$ cat config.mk
export PLATFORM = sky130hd
export DESIGN_NAME = tx_fifo_wr_arbiter
export DESIGN_NICKNAME = d
export VERILOG_FILES = /design/src/rtl/tx_fifo_wr_arbiter.sv
export SDC_FILE = /design/constraint.sdc
export NUM_CORES = 1
export LEC_CHECK = 0
export CELL_PAD_IN_SITES_DETAIL_PLACEMENT = 0
export CELL_PAD_IN_SITES_GLOBAL_PLACEMENT = 1
export CORE_MARGIN = 5
export CORE_UTILIZATION = 29
export CTS_CLUSTER_DIAMETER = 60
export CTS_CLUSTER_SIZE = 28
export DETAILED_ROUTE_END_ITERATION = 16
export PLACE_DENSITY_LB_ADDON = 0.1
export SLEW_MARGIN = 10
export SYNTH_ARGS = -nofsm -noshare
export SYNTH_HDL_FRONTEND = slang
export SYNTH_SLANG_ARGS = --single-unit
$ cat constraint.sdc
create_clock -name CLK -period 1.9 [get_ports CLK]
set_input_delay 0.38 -clock CLK [delete_from_list [all_inputs] [get_ports CLK]]
set_output_delay 0.38 -clock CLK [all_outputs]
set_load 0.02 [all_outputs]
$ cat src/rtl/tx_fifo_wr_arbiter.sv
// tx_fifo_wr_arbiter
//   Shares the single TX FIFO write port between NUM_REQ response sources. A round-robin
//   arbiter grants one requester at a time. Each grant is a 1- or 2-byte atomic burst, sent
//   LSB first, so bytes from different requesters are never interleaved.
//
// Ports
//   CLK          system clock, all logic on posedge
//   rst          synchronous active-high reset
//   REQ_VLD      per-requester request valid, held until REQ_RDY
//   REQ_DATA     payload, requester i at [i*2*DATA_WIDTH +: 2*DATA_WIDTH]
//   REQ_2BYTE    1: send LSB then MSB, 0: LSB only
//   REQ_RDY      one-hot combinational accept pulse
//   FIFO_FULL    TX FIFO full flag
//   FIFO_P_DATA  byte to FIFO, zero when no strobe
//   FIFO_WR_INC  FIFO write strobe
//   BUSY         high while a burst is buffered / in flight
//   GRANT_ID     index of current / last granted requester
//   BYTE_CNT     saturating count of bytes written since reset
module tx_fifo_wr_arbiter #(
  parameter int unsigned DATA_WIDTH = 8,
  parameter int unsigned NUM_REQ    = 2,
  parameter int unsigned CNT_WIDTH  = 16
) (
  input  logic                              CLK,
  input  logic                              rst,
  input  logic [NUM_REQ-1:0]                REQ_VLD,
  input  logic [NUM_REQ*2*DATA_WIDTH-1:0]   REQ_DATA,
  input  logic [NUM_REQ-1:0]                REQ_2BYTE,
  output logic [NUM_REQ-1:0]                REQ_RDY,
  input  logic                              FIFO_FULL,
  output logic [DATA_WIDTH-1:0]             FIFO_P_DATA,
  output logic                              FIFO_WR_INC,
  output logic                              BUSY,
  output logic [$clog2(NUM_REQ)-1:0]        GRANT_ID,
  output logic [CNT_WIDTH-1:0]              BYTE_CNT
);

  localparam int unsigned GidW = $clog2(NUM_REQ);
  localparam int unsigned PayW = 2 * DATA_WIDTH;

  localparam logic [1:0] StIdle   = 2'd0;
  localparam logic [1:0] StSendLo = 2'd1;
  localparam logic [1:0] StSendHi = 2'd2;

  logic [1:0]           state_q, state_d;
  logic [GidW-1:0]      rr_ptr_q, rr_ptr_d;
  logic [PayW-1:0]      buf_q, buf_d;
  logic                 buf_2byte_q, buf_2byte_d;
  logic [GidW-1:0]      grant_id_q, grant_id_d;
  logic [CNT_WIDTH-1:0] byte_cnt_q, byte_cnt_d;

  logic [PayW-1:0] req_data_arr [NUM_REQ];
  logic            any_req;
  logic [GidW-1:0] grant_idx;
  logic            wr_inc;

  for (genvar g = 0; g < NUM_REQ; g++) begin : g_unpack
    assign req_data_arr[g] = REQ_DATA[g*PayW +: PayW];
  end

  // First valid requester at or after rr_ptr, wrapping past NUM_REQ-1 back to 0.
  always_comb begin
    logic [GidW-1:0] idx;
    idx       = '0;
    any_req   = 1'b0;
    grant_idx = '0;
    for (int unsigned k = 0; k < NUM_REQ; k++) begin
      idx = GidW'((32'(rr_ptr_q) + k) % NUM_REQ);
      if (!any_req && REQ_VLD[idx]) begin
        any_req   = 1'b1;
        grant_idx = idx;
      end
    end
  end

  // A byte goes out in either send state whenever the FIFO has room.
  assign wr_inc = ((state_q == StSendLo) || (state_q == StSendHi)) && !FIFO_FULL;

  always_comb begin
    state_d     = state_q;
    rr_ptr_d    = rr_ptr_q;
    buf_d       = buf_q;
    buf_2byte_d = buf_2byte_q;
    grant_id_d  = grant_id_q;
    byte_cnt_d  = byte_cnt_q;

    case (state_q)
      StIdle: begin
        if (any_req) begin
          buf_d       = req_data_arr[grant_idx];
          buf_2byte_d = REQ_2BYTE[grant_idx];
          grant_id_d  = grant_idx;
          rr_ptr_d    = (grant_idx == GidW'(NUM_REQ - 1)) ? '0 : grant_idx + GidW'(1);
          state_d     = StSendLo;
        end
      end
      StSendLo: begin
        if (!FIFO_FULL) state_d = buf_2byte_q ? StSendHi : StIdle;
      end
      StSendHi: begin
        if (!FIFO_FULL) state_d = StIdle;
      end
      default: state_d = StIdle;
    endcase

    if (wr_inc && (byte_cnt_q != '1)) byte_cnt_d = byte_cnt_q + CNT_WIDTH'(1);
  end

  always_ff @(posedge CLK) begin
    if (rst) begin
      state_q     <= StIdle;
      rr_ptr_q    <= '0;
      buf_q       <= '0;
      buf_2byte_q <= 1'b0;
      grant_id_q  <= '0;
      byte_cnt_q  <= '0;
    end else begin
      state_q     <= state_d;
      rr_ptr_q    <= rr_ptr_d;
      buf_q       <= buf_d;
      buf_2byte_q <= buf_2byte_d;
      grant_id_q  <= grant_id_d;
      byte_cnt_q  <= byte_cnt_d;
    end
  end

  // Combinational outputs are forced quiet while rst is high so a reset landing mid-burst
  // suppresses the pending byte and no grant is offered during reset.
  always_comb begin
    REQ_RDY     = '0;
    FIFO_WR_INC = 1'b0;
    FIFO_P_DATA = '0;
    BUSY        = 1'b0;
    if (!rst) begin
      if ((state_q == StIdle) && any_req) REQ_RDY[grant_idx] = 1'b1;
      FIFO_WR_INC = wr_inc;
      if (wr_inc) begin
        FIFO_P_DATA = (state_q == StSendHi) ? buf_q[PayW-1:DATA_WIDTH] : buf_q[DATA_WIDTH-1:0];
      end
      BUSY = (state_q != StIdle);
    end
  end

  assign GRANT_ID = grant_id_q;
  assign BYTE_CNT = byte_cnt_q;

endmodule

---- After elaboration in Yosys (flattened, before gate mapping) ----
Cells that the tools add are included.
Widths: inputs -> output; s select.
word-level totals
  output and inout port bits .............. 29
  bits of input ports ..................... 39
  word-level logic and storage cells ...... 61
  bits in registers ....................... 37
operators by class
  add/subtract/negate cells ............... 3
  muxes and demuxes ....................... 28
  magnitude comparators ................... 5
  eq/ne operators ......................... 6
  reduce and logical (&&, ||, !) cells .... 12
  bitwise gates (word level) .............. 1
operators with widths
  operator               count
  $mux 16                3
  $mux 8                 3
  $add 16x1->16 const B  1
  $ne 16x16->1 const B   1
  $mux 1                 14
  $mux 2                 6
  $lt 1x2->1 const B     3
  $ne 2x2->1 const B     3
  $pmux 2 s3             1
  $logic_and 1x1->1      5
  $reduce_and 3->1       1
  $add 1x1->1 const B    2
  $eq 2x1->1 const B     1
  $eq 2x2->1 const B     1
  $ge 2x2->1 const B     1
  $logic_not 1->1        2
  $logic_not 2->1        1
  $not 1->2              1
  $reduce_and 2->1       1
  $reduce_bool 2->1      1
  $demux 1 s1            1
  $ge 1x1->1 const B     1
  $logic_or 1x1->1       1

---- Longest topological paths before layout ----
Gate-level depths: netlist of run 1.
  word-level depth ........................ 12
  depth in mapped cells ................... 7
  gate-level depth less buffers ........... 6

---- Least setup slack after synthesis of run 1 ----
OpenSTA, ideal clock, no wires.
  path kind ............................... reg-to-reg
  start ................................... reg byte_cnt_q[0], in the netlist BYTE_CNT[0]
  end ..................................... reg byte_cnt_q[9], in the netlist BYTE_CNT[9]
  required time ........................... 1,779 ps
  setup time .............................. 121 ps
  buffers on the path ..................... 0
  arrival time ............................ 1,708 ps
  period minus slack after synthesis ...... 1,829 ps
  slack ................................... 71 ps
  stages on the path, launching flop included .. 6
  path through ............................ dfxtp_1 -> ha_1 -> nand3_1 -> nor4_4 -> and4b_1 -> mux2_4
on the way
  cells in the longest elaborated chain, start to end .. 2
  elaborated cells on any way between the ends .. 3
  classes of those cells .................. add/sub: 1; eq/ne: 1; reduce/logical: 1
RTL lines
  element                                                line  RTL
  start: declaration                                     50    logic [CNT_WIDTH-1:0] byte_cnt_q, byte_cnt_d;
  start signal: assignment                               123   byte_cnt_q <= byte_cnt_d;
  branches (longest 2 deep; another with $add 16x1->16)  --
Parallel ways; which one is timed is not known.
A chain may end at the register's enable or synchronous reset.

---- Worst setup path in the final report of run 1 ----
  start ................................... reg state_q[0]
  end ..................................... out FIFO_P_DATA[0]
on the way
  cells in the longest elaborated chain, start to end .. 5
  elaborated cells on any way between the ends .. 7
  classes of those cells .................. eq/ne: 2; mux: 3; reduce/logical: 2
RTL lines
  element                                          line     RTL
  start: declaration                               45       logic [1:0] state_q, state_d;
  start signal: assignment                         111      state_q <= StIdle;
  start signal: assignment                         118      state_q <= state_d;
  $eq 2x1->1 / $eq 2x2->1 (equally long branches)  77, 138
  $logic_or 1x1->1                                 77       assign wr_inc = ((state_q == StSendLo) || (state_q == StSendHi)) && !FIFO_FULL;
  $logic_and 1x1->1                                77
  $mux 8 (*)                                       137      if (wr_inc) begin
  $mux 8 (*)                                       134      if (!rst) begin
  end: declaration                                 31       output logic [DATA_WIDTH-1:0] FIFO_P_DATA,
Mark *: on every way between the ends. The rest lies on a longest branch, timed or not.

==> results of run 1 <==
==> layout make-up <==
type | instances | area, sq um
fill | 630 | 3140
sequential | 37 | 743
tap | 77 | 96.3
timing repair buffer | 99 | 942
multi-input combinational | 166 | 1240
clock buffer | 7 | 86.3
inverter | 7 | 26.3
==> logic make-up (layout without fill, tap and decap cells) <==
group | count (synthesis) | count (layout)
buf+inv | 17 | 113
compound gates | 47 | 47
fa+ha+maj | 4 | 4
mux | 13 | 13
simple gates | 102 | 102
flops | 37 | 37
==> worst max path at each step <==
stage | from | to | slack, ps | depth (start not counted)
3_3_place_gp | FIFO_FULL | FIFO_P_DATA[1] | -440 | 6
6_report | state_q[0] | FIFO_P_DATA[0] | -10 | 7
3_5_place_dp | rst | FIFO_P_DATA[3] | -470 | 5
4_1_cts | state_q[0] | FIFO_P_DATA[0] | -40 | 7
2_1_floorplan | BYTE_CNT[0] | BYTE_CNT[9] | 70 | 5
5_1_grt | state_q[0] | FIFO_P_DATA[7] | -100 | 7
==> state kept, by name, indices dropped and copies added, names as in the netlist <==
name         flops
state_q          2
buf_q           16
buf_2byte_q      1
BYTE_CNT        16
rr_ptr_q         1
GRANT_ID         1
==> metrics by stage <==
stage	hold WS [ps]	power (mW)	cells
5_1_grt	502	1.95	393
2_1_floorplan	445	1.03	220
3_5_place_dp	444	1.22	383
4_1_cts	467	1.85	392
6_report	459	1.83	393
3_3_place_gp	432	1.22	383
==> metal layers <==
layer	GRT usage [%]	wire length (microns)
met4	4.09	61
met3	3.92	279
met1	17.5	2370
met2	22.4	2630
met5	0	0
==> placed cells by master, fill, tap and decap left out, types with 3 or more instances in the layout <==
cell type,n
nand2_1,38
buf_6,11
and2_1,3
nor3_1,6
mux2_2,4
nor2b_1,6
buf_4,28
nand3b_1,3
nand4_1,4
nor2_4,7
clkdlybuf4s50_1,53
inv_1,4
a21oi_1,11
o31ai_1,3
nor2_1,12
clkbuf_8,6
dlygate4sd2_1,3
a22oi_1,17
mux2i_4,6
o21ai_0,6
or3_1,5
dfxtp_1,35
or4_1,3
inv_2,3
==> power breakdown <==
group	switching, mW	leakage (nW)	internal (mW)	total (mW)
combinational	0.180	0.900	0.233	0.413
sequential	0.0441	0.303	0.830	0.874
clock	0.259	0.0443	0.288	0.547
==> what timing repair did <==
| action | in CTS | in global routing |
|---|---|---|
| buffers inserted | 1 | 1 |
| endpoints found under the setup margin | 13 | 13 |
| resized for setup | 101 | 15 |
| gates cloned | 1 | 0 |
| pin swaps | 8 | 0 |
==> summary.md, run 1 <==
| Metric | Value |
|---|---|
| Post-synthesis async set-or-reset flop share | 0% |
| Most frequent cell on the critical path | buf_6 |
| Fin util | ~50% |
| Slew Limit Fails | 0 |
| Slew @ Worst Pin | around 310 ps |
| Die H | 89.9 microns |
| Total CTS buffers | 5 |
| Commonest cells in the netlist | 38 x nand2_1, 37 x dfxtp_1, 20 x nor2_1 |
| CP Data Arrival Time | ~1500 ps |
| Critical Path RT | ~1500 ps |
| Crit share post-route | 101% |
| DR iter-0 viols | 37 |
| Die area | roughly 0.0081 sq mm |
| Hold endpoint | GRANT_ID |
| DIE WIDTH | about 90 microns |
| Crit path kind | flip-flop to output port |
| Adder-cell share of the synthesized area | around 2.7% |
| Hold Path Origin | GRANT_ID |
| Mapped Area | roughly 0.0018 sq mm |
| Layout cells sized above 1 | around 27% |
| Max-cap viol count | 0 |
| Clock-pin slew on the worst setup and hold paths | ~70 ps |
| Initial antenna violation count | 0 |
| Synth Area in XOR/XNOR | 0% |
| Vias | between 1500 and 2000 |
| Warnings from Yosys | 0 |
| First drt pass iteration count | 4 |
| Hold depth | 1 |
| Reg2reg end | BYTE_CNT[7] |
| Compound-Gate Fraction of Synth Area | 17.4% |
| Crit Path Max Fanout | 4 |
| Number of flops mapped to enable cells by yosys | 0 |
| CP Capture Type | output port |
| Number of global-route vias before repair | between 1500 and 2000 |
| Relative slew margins | about four fifths |
| Area share of and/or/nand/nor cells after synthesis | approximately 29% |
| Status | finished, violations left |
| DR WL/cell | 13.6 microns |
| Reg2reg start | state_q[1] |
| Skew-Pair Late Insertion Delay | 280 ps |
| Clk_skew | 1.90 ps |
| Starting Density | 29.5% |
| Total GRT Usage | ~14% |
| WP buf/inv | 4 |
| Place WS | -472 ps |
| First-pass GRT wire length | approximately 9 mm |
| Fin. Hold Viols | 0 |
| Placed cell area | about 0.0028 sq mm |
| Avg Synthesized Cell Area | around 8.4 sq um |
| Fin Setup TNS | -40.6 ps |
| Diodes inserted | 0 |
| Routed Antenna Nets | 0 |
| Synth unique cells | 39 |
| Failing checks | setup timing |
| Largest net degree at the start of global routing | 19 |
| CTS Hold Bufs | 0 |
| Final WS setup | -14.4 ps |
| IO Count | between 60 and 70 |
| R2r setup slk | approximately 70 ps |
| Cell accounting for the most synthesized area | dfxtp_1 |
| Highest ir drop seen on vdd | roughly 400 uV |
| Sequential-to-total area share from yosys stat | around two fifths |
| CP max-delay cell | dfxtp_2 |
| FF-to-FF path depth | 7 |
| # setup viols final | 7 |
| CP Cell Sequence | inv_2 > buf_4 > ha_4 > buf_6 > mux2i_2 > nor2_4 > buf_6 |
| Routability cong. | 0.717 |
| # rows | 29 |
| Max stage delay on crit path | 320 ps |
| Top cell type's share of synthesized area | between 40% and 50% |
| Core Region | between 0.006 and 0.007 sq mm |
| Min cycle time layout | between 1500 and 2000 ps |
| Worst Hold Class | flip-flop to flip-flop |
| RSZ-0062 raised after global routing | true |
| Syn Inst Count | 220 |
| Leak | around 1.2 nW |
| Design area | roughly 0.0031 sq mm |
| Nets | between 300 and 400 |
| Top-count cell post-synth | nand2_1 |
| Clk buf depth | 2 |
| H-tree levels | 2 |
| Syn_nets | between 200 and 300 |
| Largest family of logic cells by synthesized area | simple AND/OR/NAND/NOR gates |
| Pwr Density | just under 600 mW/mm^2 |
| IO buf count | 67 |
| CTS tree | done |
| Yosys reg bits | 37 |
| Clk root buf | clkbuf_8 |
| Detailed Route WL | 5.34 mm |
| DP Wirelength | roughly 3.9 mm |
| Fmax | roughly 520 MHz |
| Total grt overflow | 0 |
| Critical path's top delay family | buffers and inverters |
| Primary FF master, synth | dfxtp_1 |
| Area grow syn2layout | 69.8% |
| Mux cell area share after synthesis | under 10% |
| Residual DRC | 0 |
| Setup crit start kind | flip-flop |
| Via density per instance | just under 5 |
| Area contributors post-synth | dfxtp_1 40%, nand2_1 7.7%, a22oi_1 6.9% |
| Clock Sinks | 37 |
No activity file was read; power rests on OpenSTA's default activity.
==> run 2, diff against run 1 <==
Settings changed: CORE_MARGIN 5 to 2.
==> run 2 against run 1 <==
  * The run still ends with setup timing left
  * Sequential power about the same
  * Largest power group unchanged
  * Cell area up 1.8%
  * Die area down 13%
  * Count of clock-buffer cells in the layout unchanged
  * Critical endpoint is now FIFO_P_DATA[1]
  * Critical path depth unchanged
  * Via count down 1.3%
==> summary.md, run 2 (synthesis gave the netlist of run 1 again) <==
| Metric | Value |
|---|---|
| Status | finished, violations left (unchanged) |
| Failing checks | setup timing (unchanged) |
| R2r setup slk | 70 ps (about the same) |
| Slew Limit Fails | 0 (unchanged) |
| Die area | 0.00703 sq mm (was 0.00807 sq mm) |
| Design area | 0.00320 sq mm (was 0.00314 sq mm) |
| Place WS | -445 ps (was -472 ps) |
| Met1 wire length | 2.54 mm (was 2.37 mm) |
| Fin Setup TNS | -216 ps (was -40.6 ps) |
| Total GRT Usage | 14.4% (was 13.7%) |
| # rows | 29 (unchanged) |
| Hold depth | 1 (unchanged) |
| Crit Path Max Fanout | 5 (was 4) |
| DP Wirelength | 3.72 mm (was 3.91 mm) |
| DIE WIDTH | 83.9 microns (was 89.9 microns) |
| First-pass GRT wire length | 8.12 mm (was 9.25 mm) |
| Final non-filler cell total | 393 (unchanged) |
| Top layer in use | met4 (unchanged) |
| RSZ-0062 raised after global routing | true (unchanged) |
| DR WL/cell | 13.5 microns (was 13.6 microns) |
| Worst Hold Class | flip-flop to flip-flop (unchanged) |
| Die H | 83.9 microns (was 89.9 microns) |
| Routed Antenna Nets | 0 (unchanged) |
| Metal2 WL | 2.45 mm (was 2.63 mm) |
| Critical Path RT | 1520 ps (about the same) |
| Crit path kind | flip-flop to output port (unchanged) |
| H-tree levels | 2 (unchanged) |
| CP Cell Sequence | inv_2 > buf_4 > ha_4 > buf_12 > mux2i_4 > nor2_4 > buf_6 (was inv_2 > buf_4 > ha_4 > buf_6 > mux2i_2 > nor2_4 > buf_6) |
| Number of global-route vias before repair | 1737 (was 1916) |
| Core Region | 0.00624 sq mm (was 0.00628 sq mm) |
| Placed instance count | 382 (was 383) |
| Total CTS buffers | 5 (unchanged) |
| Commonest cells after routing, fill and taps aside | 54 x clkdlybuf4s50_1, 38 x nand2_1, 35 x dfxtp_1, 26 x buf_4, 17 x a22oi_1 (was 53 x clkdlybuf4s50_1, 38 x nand2_1, 35 x dfxtp_1, 28 x buf_4, 17 x a22oi_1) |
| Slew @ Worst Pin | 321 ps (was 308 ps) |
| CP max-delay cell | dfxtp_2 (unchanged) |
| Routability cong. | 0.711 (was 0.717) |
| Clock Sinks | 37 (unchanged) |
| Vias | 1886 (was 1911) |
| Max-cap viol count | 0 (unchanged) |
| Starting Density | 29.6% (was 29.5%) |
| Leak | 1.27 nW (was 1.25 nW) |
| FF-to-FF path depth | 7 (unchanged) |
| Relative slew margins | 78.5% (was 79.4%) |
| Residual DRC | 0 (unchanged) |
| Max stage delay on crit path | 340 ps (was 320 ps) |
| IO buf count | 67 (unchanged) |
| Skew-Pair Late Insertion Delay | 290 ps (was 280 ps) |
| Initial antenna violation count | 0 (unchanged) |
| Nets | 358 (was 359) |
| Area grow syn2layout | 72.8% (was 69.8%) |
| First drt pass iteration count | 4 (unchanged) |
| Clk_skew | 3.98 ps (was 1.90 ps) |
| Clk root buf | clkbuf_8 (unchanged) |
| # setup viols final | 8 (was 7) |
| Diodes inserted | 0 (unchanged) |
| Fin. Hold Viols | 0 (unchanged) |
| Detailed Route WL | 5.32 mm (was 5.34 mm) |
| Layout cells sized above 1 | 27.8% (was 26.9%) |
| Setup crit start kind | flip-flop (unchanged) |
| Total grt overflow | 0 (unchanged) |
| Clk buf depth | 2 (unchanged) |
| Met3 WL | 272 microns (was 279 microns) |
| Fin util | 51.2% (was 50.0%) |
| Most common cell after layout, fill and taps aside | clkdlybuf4s50_1 (unchanged) |
| Min cycle time layout | 1930 ps (was 1910 ps) |
| Clock-pin slew on the worst setup and hold paths | 70 ps (about the same) |
| Final WS setup | -32.9 ps (was -14.4 ps) |
| Highest ir drop seen on vdd | 298 uV (was 391 uV) |
| Crit share post-route | 102% (was 101%) |
| Via density per instance | 4.80 (was 4.86) |
| IO Count | 68 (unchanged) |
| Pwr Density | 601 mW/mm^2 (was 584 mW/mm^2) |
| CP Capture Type | output port (unchanged) |
| DR iter-0 viols | 52 (was 37) |
| Fmax | 517 MHz (was 522 MHz) |
| CTS tree | done (unchanged) |
| Placed cell area | 0.00279 sq mm (about the same) |
| CP Data Arrival Time | 1550 ps (was 1530 ps) |
| Largest net degree at the start of global routing | 22 (was 19) |
[run 2: changes by cell type in the layout (fill, tap and decap cells not counted), sizes merged]
cell	change
clkinv	+1
clkdlybuf4s15	-1
dlymetal6s2s	+1
clkdlybuf4s50	+1
clkbuf	+1
dlygate4sd2	-3
[run 2: through the flow]
step	hold slack (ps)	power, mW
2_1_floorplan	445	1.03
3_3_place_gp	445	1.23
3_5_place_dp	443	1.22
4_1_cts	466	1.86
5_1_grt	494	2.03
6_report	459	1.92
[run 2: critical path: cells and delay by family, from the launching register on]
family / cells / cell delay (ps)
fa+ha+maj: 1 / 160
buf+inv: 4 / 460
flops: 1 / 340
mux: 1 / 190
simple gates: 1 / 110
[run 2: report_power, final]
group / total (mW) / switching, mW / internal, mW
Sequential: 0.876 / 0.0469 / 0.830
Combinational: 0.437 / 0.189 / 0.247
Clock: 0.609 / 0.281 / 0.328
[run 2: per-layer routing]
layer  up-vias  global-route usage [%]
li1        977                       -
met1       859                    19.5
met2        45                    22.1
met3         5                    3.66
met4         0                    5.28
met5         -                       0
[run 2: area by class of cell]
| type | instances | area [sq um] |
|---|---|---|
| Fill cell | 610 | 3050 |
| Multi-Input combinational cell | 166 | 1270 |
| Timing Repair Buffer | 98 | 957 |
| Sequential cell | 37 | 743 |
| Clock buffer | 7 | 96.3 |
| Tap cell | 77 | 96.3 |
| Inverter | 7 | 26.3 |
| Clock inverter | 1 | 5.00 |
[run 2: path summary, 6_finish.rpt]
| kind | start | end |
|---|---|---|
| worst min-delay path | GRANT_ID | GRANT_ID |
| worst max register to register | state_q[0] | BYTE_CNT[7] |
| worst max-delay path | state_q[0] | FIFO_P_DATA[1] |
| worst min register to register | GRANT_ID | GRANT_ID |
[run 2: timing repair]
action	in CTS	in global routing
gates cloned	0	1
hold buffers	0	0
setup buffers	0	2
gates resized for setup	68	59
pin swaps	1	12
setup endpoints to repair	15	14
==> RTL change 1: new RTL, flow settings as in run 2 <==
`buf_q` no longer has a reset.
--- a/src/rtl/tx_fifo_wr_arbiter.sv
+++ b/src/rtl/tx_fifo_wr_arbiter.sv
@@ -112,3 +112,2 @@
       rr_ptr_q    <= '0;
-      buf_q       <= '0;
       buf_2byte_q <= 1'b0;
@@ -119,3 +118,2 @@
       rr_ptr_q    <= rr_ptr_d;
-      buf_q       <= buf_d;
       buf_2byte_q <= buf_2byte_d;
@@ -124,2 +122,6 @@
     end
+  end
+
+  always_ff @(posedge CLK) begin
+    buf_q <= buf_d;
   end
Check against the original RTL: no difference found for any inputs over 10 cycles, from zero or initial values and one cycle with rst high; that may be too few to reach the edited logic, so the function may still have changed.
==> RTL change 1 against run 2 <==
  * The flow still finishes with violations (setup timing)
  * Global-route usage up 0.65 points
  * Clock power up 18%
  * Area after synthesis up 5.9%
  * Sequential power up 6.7%
  * Setup slack worse by 0.082 ns
  * Utilization down 0.47 points
  * Power up 10%
  * Critical path depth up 1
  * Routed wire length down 2.5%
  * Sequential cell count unchanged
  * Final area up 2.0%
  * Die area up 5.6%
  * Highest routed layer unchanged
==> RTL change 1: results <==
[layout]
layout.nets = 328
layout-drive-gt1-share_pct = 35.0

[global_route]
grt_util_met1_pct = 20.5
grt_pass1_wl_um = 8770
met2_usage_pct = 24.7
antenna_found_initial = 0
grt_usage_pct = 15.0
grt_max_degree = 27
grtUsageMet3_pct = 3.05

[synth]
ys_types = 41
synth_edf_count = 16
synthTopCellsByArea = "edfxtp_1 (25%), dfxtp_1 (21%), mux2_2 (9.8%)"
syn_nets = 233
ys_top_cells_by_count = "dfxtp_1 (21), mux2_2 (17), nor2_1 (17), edfxtp_1 (16), a21oi_1 (15)"

[worst_setup_path]
arrival_ns = 1.63
crit_path_max_fanout = 4
worstRegToRegCells = 9
r2r_slack_ns = 0.10

[hold_path]
hp-class = "flip-flop to flip-flop"
whs_path_depth = 2

[placement]
post-place-ws_ns = -0.513
place_area_um2 = 2870
gp_congestion = 0.756
dp_hpwl_um = 3590

[routing]
routed_wl_um = 5190
drtIter0Drc = 75
vias = 1793

[run_status]
violations = "setup timing"
status = "complete, but fails checks"

[sta]
finalClockSkew_ns = 0.00689
slew_headroom_pct = 79.9
final-setup-viol-count = 8
whs_ns = 0.468
setup_slack_ns = -0.115

[pwr]
leakage_nw = 1.20
ir_drop_mv = 0.397

[clocking]
cts_buffers = 5
[RTL change 1: cell types whose count changed in the layout (fill, tap and decap cells not counted), sizes merged, moves of 13 or more]
| cell | before | now |
|---|---|---|
| mux2 | 5 | 18 |
| edfxtp | 0 | 16 |
| nand2 | 38 | 9 |
| a22oi | 17 | 0 |
| dfxtp | 37 | 21 |
[RTL change 1: cell families after synthesis]
logic type / count (synthesis) / synth area share (%)
AOI/OAI and AO/OA: 38 / 12.2
adders and majority gates: 4 / 2.56
buffers and inverters: 17 / 4.54
DFF: 37 / 46.0
muxes: 26 / 14.4
and+or+nand+nor: 68 / 20.3
[RTL change 1: where the power goes]
part	total (mW)	leakage, nW	switching [mW]	internal, mW
sequential	0.935	0.328	0.0322	0.903
clock	0.719	0.0574	0.292	0.427
combinational	0.460	0.813	0.195	0.265
[RTL change 1: worst paths after layout]
path / startpoint / to
worst max-delay path: state_q[0]$_SDFFE_PP0P_ / FIFO_P_DATA[6]
worst min-delay path: GRANT_ID$_SDFFE_PP0N_ / GRANT_ID$_SDFFE_PP0N_
worst max register to register: state_q[0]$_SDFFE_PP0P_ / state_q[1]$_SDFFE_PP0P_
worst min register to register: GRANT_ID$_SDFFE_PP0N_ / GRANT_ID$_SDFFE_PP0N_
[RTL change 1: final cells by class]
type | instances | area [µm²]
Fill cell | 600 | 3160
Multi-Input combinational cell | 136 | 1140
Timing Repair Buffer | 99 | 976
Sequential cell | 37 | 903
Tap cell | 77 | 96.3
Clock buffer | 6 | 82.6
Clock inverter | 2 | 37.5
Inverter | 6 | 25.0
[RTL change 1: routing by layer]
layer | routed length (µm) | share of wire [%] | up-vias
met4 | 38 | 0.73 | 0
met1 | 2480 | 48 | 848
met3 | 178 | 3.4 | 5
met5 | 0 | 0 | -
li1 | - | - | 903
met2 | 2490 | 48 | 37
[RTL change 1: timing repair]
item / 4_1_cts / 5_1_grt
setup endpoints to repair: 12 / 19
pin swaps: 6 / 2
resized for setup: 110 / 7
cloned: 1 / 0
buffers inserted: 6 / 2
[RTL change 1: critical path, stage by stage (launching register included)]
cell and delay (ns):
dfxtp_2 0.35, inv_4 0.05, ha_4 0.25, nor2b_4 0.16, nand2b_4 0.08, buf_8 0.14, buf_12 0.12, nor2_4 0.07
buf_6 0.12
[RTL change 1: stage by stage]
| stage | power, mW | cells | TNS (ns) |
|---|---|---|---|
| 2_1_floorplan | 1.11 | 190 | 0 |
| 3_3_place_gp | 1.31 | 348 | -8.06 |
| 3_5_place_dp | 1.31 | 348 | -9.06 |
| 4_1_cts | 2.12 | 361 | -0.459 |
| 5_1_grt | 2.22 | 363 | -1.06 |
| 6_report | 2.11 | 363 | -0.464 |
==> RTL change 2: new RTL, settings of run 2 <==
Without the edit above. `DATA_WIDTH`: 8 -> 6.
--- a/src/rtl/tx_fifo_wr_arbiter.sv
+++ b/src/rtl/tx_fifo_wr_arbiter.sv
@@ -19,3 +19,3 @@
 module tx_fifo_wr_arbiter #(
-  parameter int unsigned DATA_WIDTH = 8,
+  parameter int unsigned DATA_WIDTH = 6,
   parameter int unsigned NUM_REQ    = 2,
Interface: changed (resized FIFO_P_DATA and REQ_DATA); port bits go from 68 to 58. No check against the original RTL was run, so the function may have changed too.
==> RTL change 2 against run 2 <==
  * The run still ends with setup timing left
  * Power fell by 16%
  * Sequential cell count decreased by 4
  * Clock power down 15%
  * Utilization decreased by 3.0 points
  * Sequential power down 13%
  * Clock skew increased by 0.0016 ns
  * Area after synthesis down 6.0%
  * Non-clock buffer count shrank 7
  * Setup slack gained 0.014 ns
  * Routed wire length is 9.2% lower
  * Largest power group unchanged
  * Sequential share of layout area rose by 0.25 points
  * Final area down 12%
==> RTL change 2: results <==
[run_status]
status = "complete, but fails checks"
violations = "setup timing"

[layout]
fin_cells = 365
n_antenna_cell = 0
layout-drive-gt1-share_pct = 29.3
layout.nets = 324

[placement]
gp_congestion = 0.742
portBuffers = 57
dp_cells = 350
place_area_um2 = 2560

[routing]
wl_per_cell_um = 13.2
drtIter0Drc = 57
dr.pass1.iters = 4

[pwr]
ir_drop_mv = 0.290
leakage_nw = 1.15

[sta]
final-setup-viol-count = 5
worstMarginPinSlew_ns = 0.653
setup_slack_ns = -0.0194
finalClockSkew_ns = 0.00554

[global_route]
grt_max_degree = 17
grt_pass1_vias = 1598
grt_pass1_wl_um = 7610

[synth]
synthTopCellsByArea = "dfxtp_1 (38%), nand2_1 (6.9%), a22oi_1 (5.6%)"
ys_top_cells_by_count = "dfxtp_1 (33), nand2_1 (32), nor2_1 (21), a22oi_1 (13)"
synth_seq_area_share_pct = 38.0
ys_types = 45
syn_avg_cell_area_um2 = 8.69
syn_nets = 235

[worst_setup_path]
crit_path_max_fanout = 3
==> RTL change 2: changes by cell type after synthesis, moves of 4 or more <==
cell / run 2 / this run
a211oi_1: 0 / 6
a22oi_1: 17 / 13
dfxtp_1: 37 / 33
mux2_1: 0 / 5
nand2_1: 38 / 32
nor3_1: 6 / 2
o21ai_0: 6 / 1
o21ai_1: 0 / 5
==> RTL change 2: worst paths after layout <==
kind / end / start / slack, ns
worst max-delay path: BYTE_CNT[11]$_SDFFE_PP0P_ / state_q[1]$_SDFFE_PP0P_ / -0.02
worst min-delay path: GRANT_ID$_SDFFE_PP0N_ / GRANT_ID$_SDFFE_PP0N_ / 0.46
worst max register to register: BYTE_CNT[11]$_SDFFE_PP0P_ / state_q[1]$_SDFFE_PP0P_ / -0.02
worst min register to register: GRANT_ID$_SDFFE_PP0N_ / GRANT_ID$_SDFFE_PP0N_ / 0.46
==> RTL change 2: critical path, stage by stage (launching register included) <==
cell and delay [ns]:
dfxtp_2 0.34, inv_2 0.05, ha_4 0.28, buf_6 0.09
and4b_2 0.26, nor4b_4 0.24, a21boi_2 0.24, mux2_4 0.31
==> RTL change 2: cell families (layout without fill, tap and decap cells) <==
logic type,Yosys count,after routing,synth area share (%)
AOI/OAI and AO/OA,42,42,16.4
adders and majority gates,4,4,2.88
buffers and inverters,14,104,3.67
DFF,33,33,38.0
muxes,12,12,7.34
and+or+nand+nor,95,95,31.7
==> RTL change 2: metal layers <==
layer  global-route usage (%)  part of all wire [%]  vias to the layer above
li1                         -                     -                      898
met1                     20.6                    49                      765
met2                     22.9                    45                       34
met3                     4.18                   5.0                        6
met4                     5.08                   1.2                        0
met5                        0                     0                        -
==> RTL change 2: through the flow <==
stage                     setup TNS, ns  util [%]  setup WS (ns)
after floorplan                       0         -       0.000145
after global placement           -12.72      43.8         -0.530
after detailed placement         -10.78      43.8         -0.566
after CTS                        -0.148      46.2        -0.0547
after global routing             -0.587      48.2        -0.0843
final                           -0.0679      48.2        -0.0194
==> RTL change 2: timing repair <==
item / 4_1_cts / 5_1_grt
pin swaps: 6 / 11
setup endpoints to repair: 27 / 16
buffers inserted: 5 / 5
hold buffers: 0 / 0
resized for setup: 56 / 22
==> RTL change 2: cell type report <==
cell class              instances  area, µm²
fillers                       560       3030
multi-input cells             153       1130
repair buffers                 91        825
flip-flops and latches         33        663
well taps                      75       93.8
clock buffers                   5       68.8
inverters                       5       18.8
clock inverters                 3       17.5
==> RTL change 2: power by group <==
part	total [mW]	switching [mW]	internal (mW)	leakage, nW
Clock	0.520	0.267	0.253	0.0439
Sequential	0.762	0.0260	0.736	0.270
Combinational	0.324	0.143	0.182	0.841
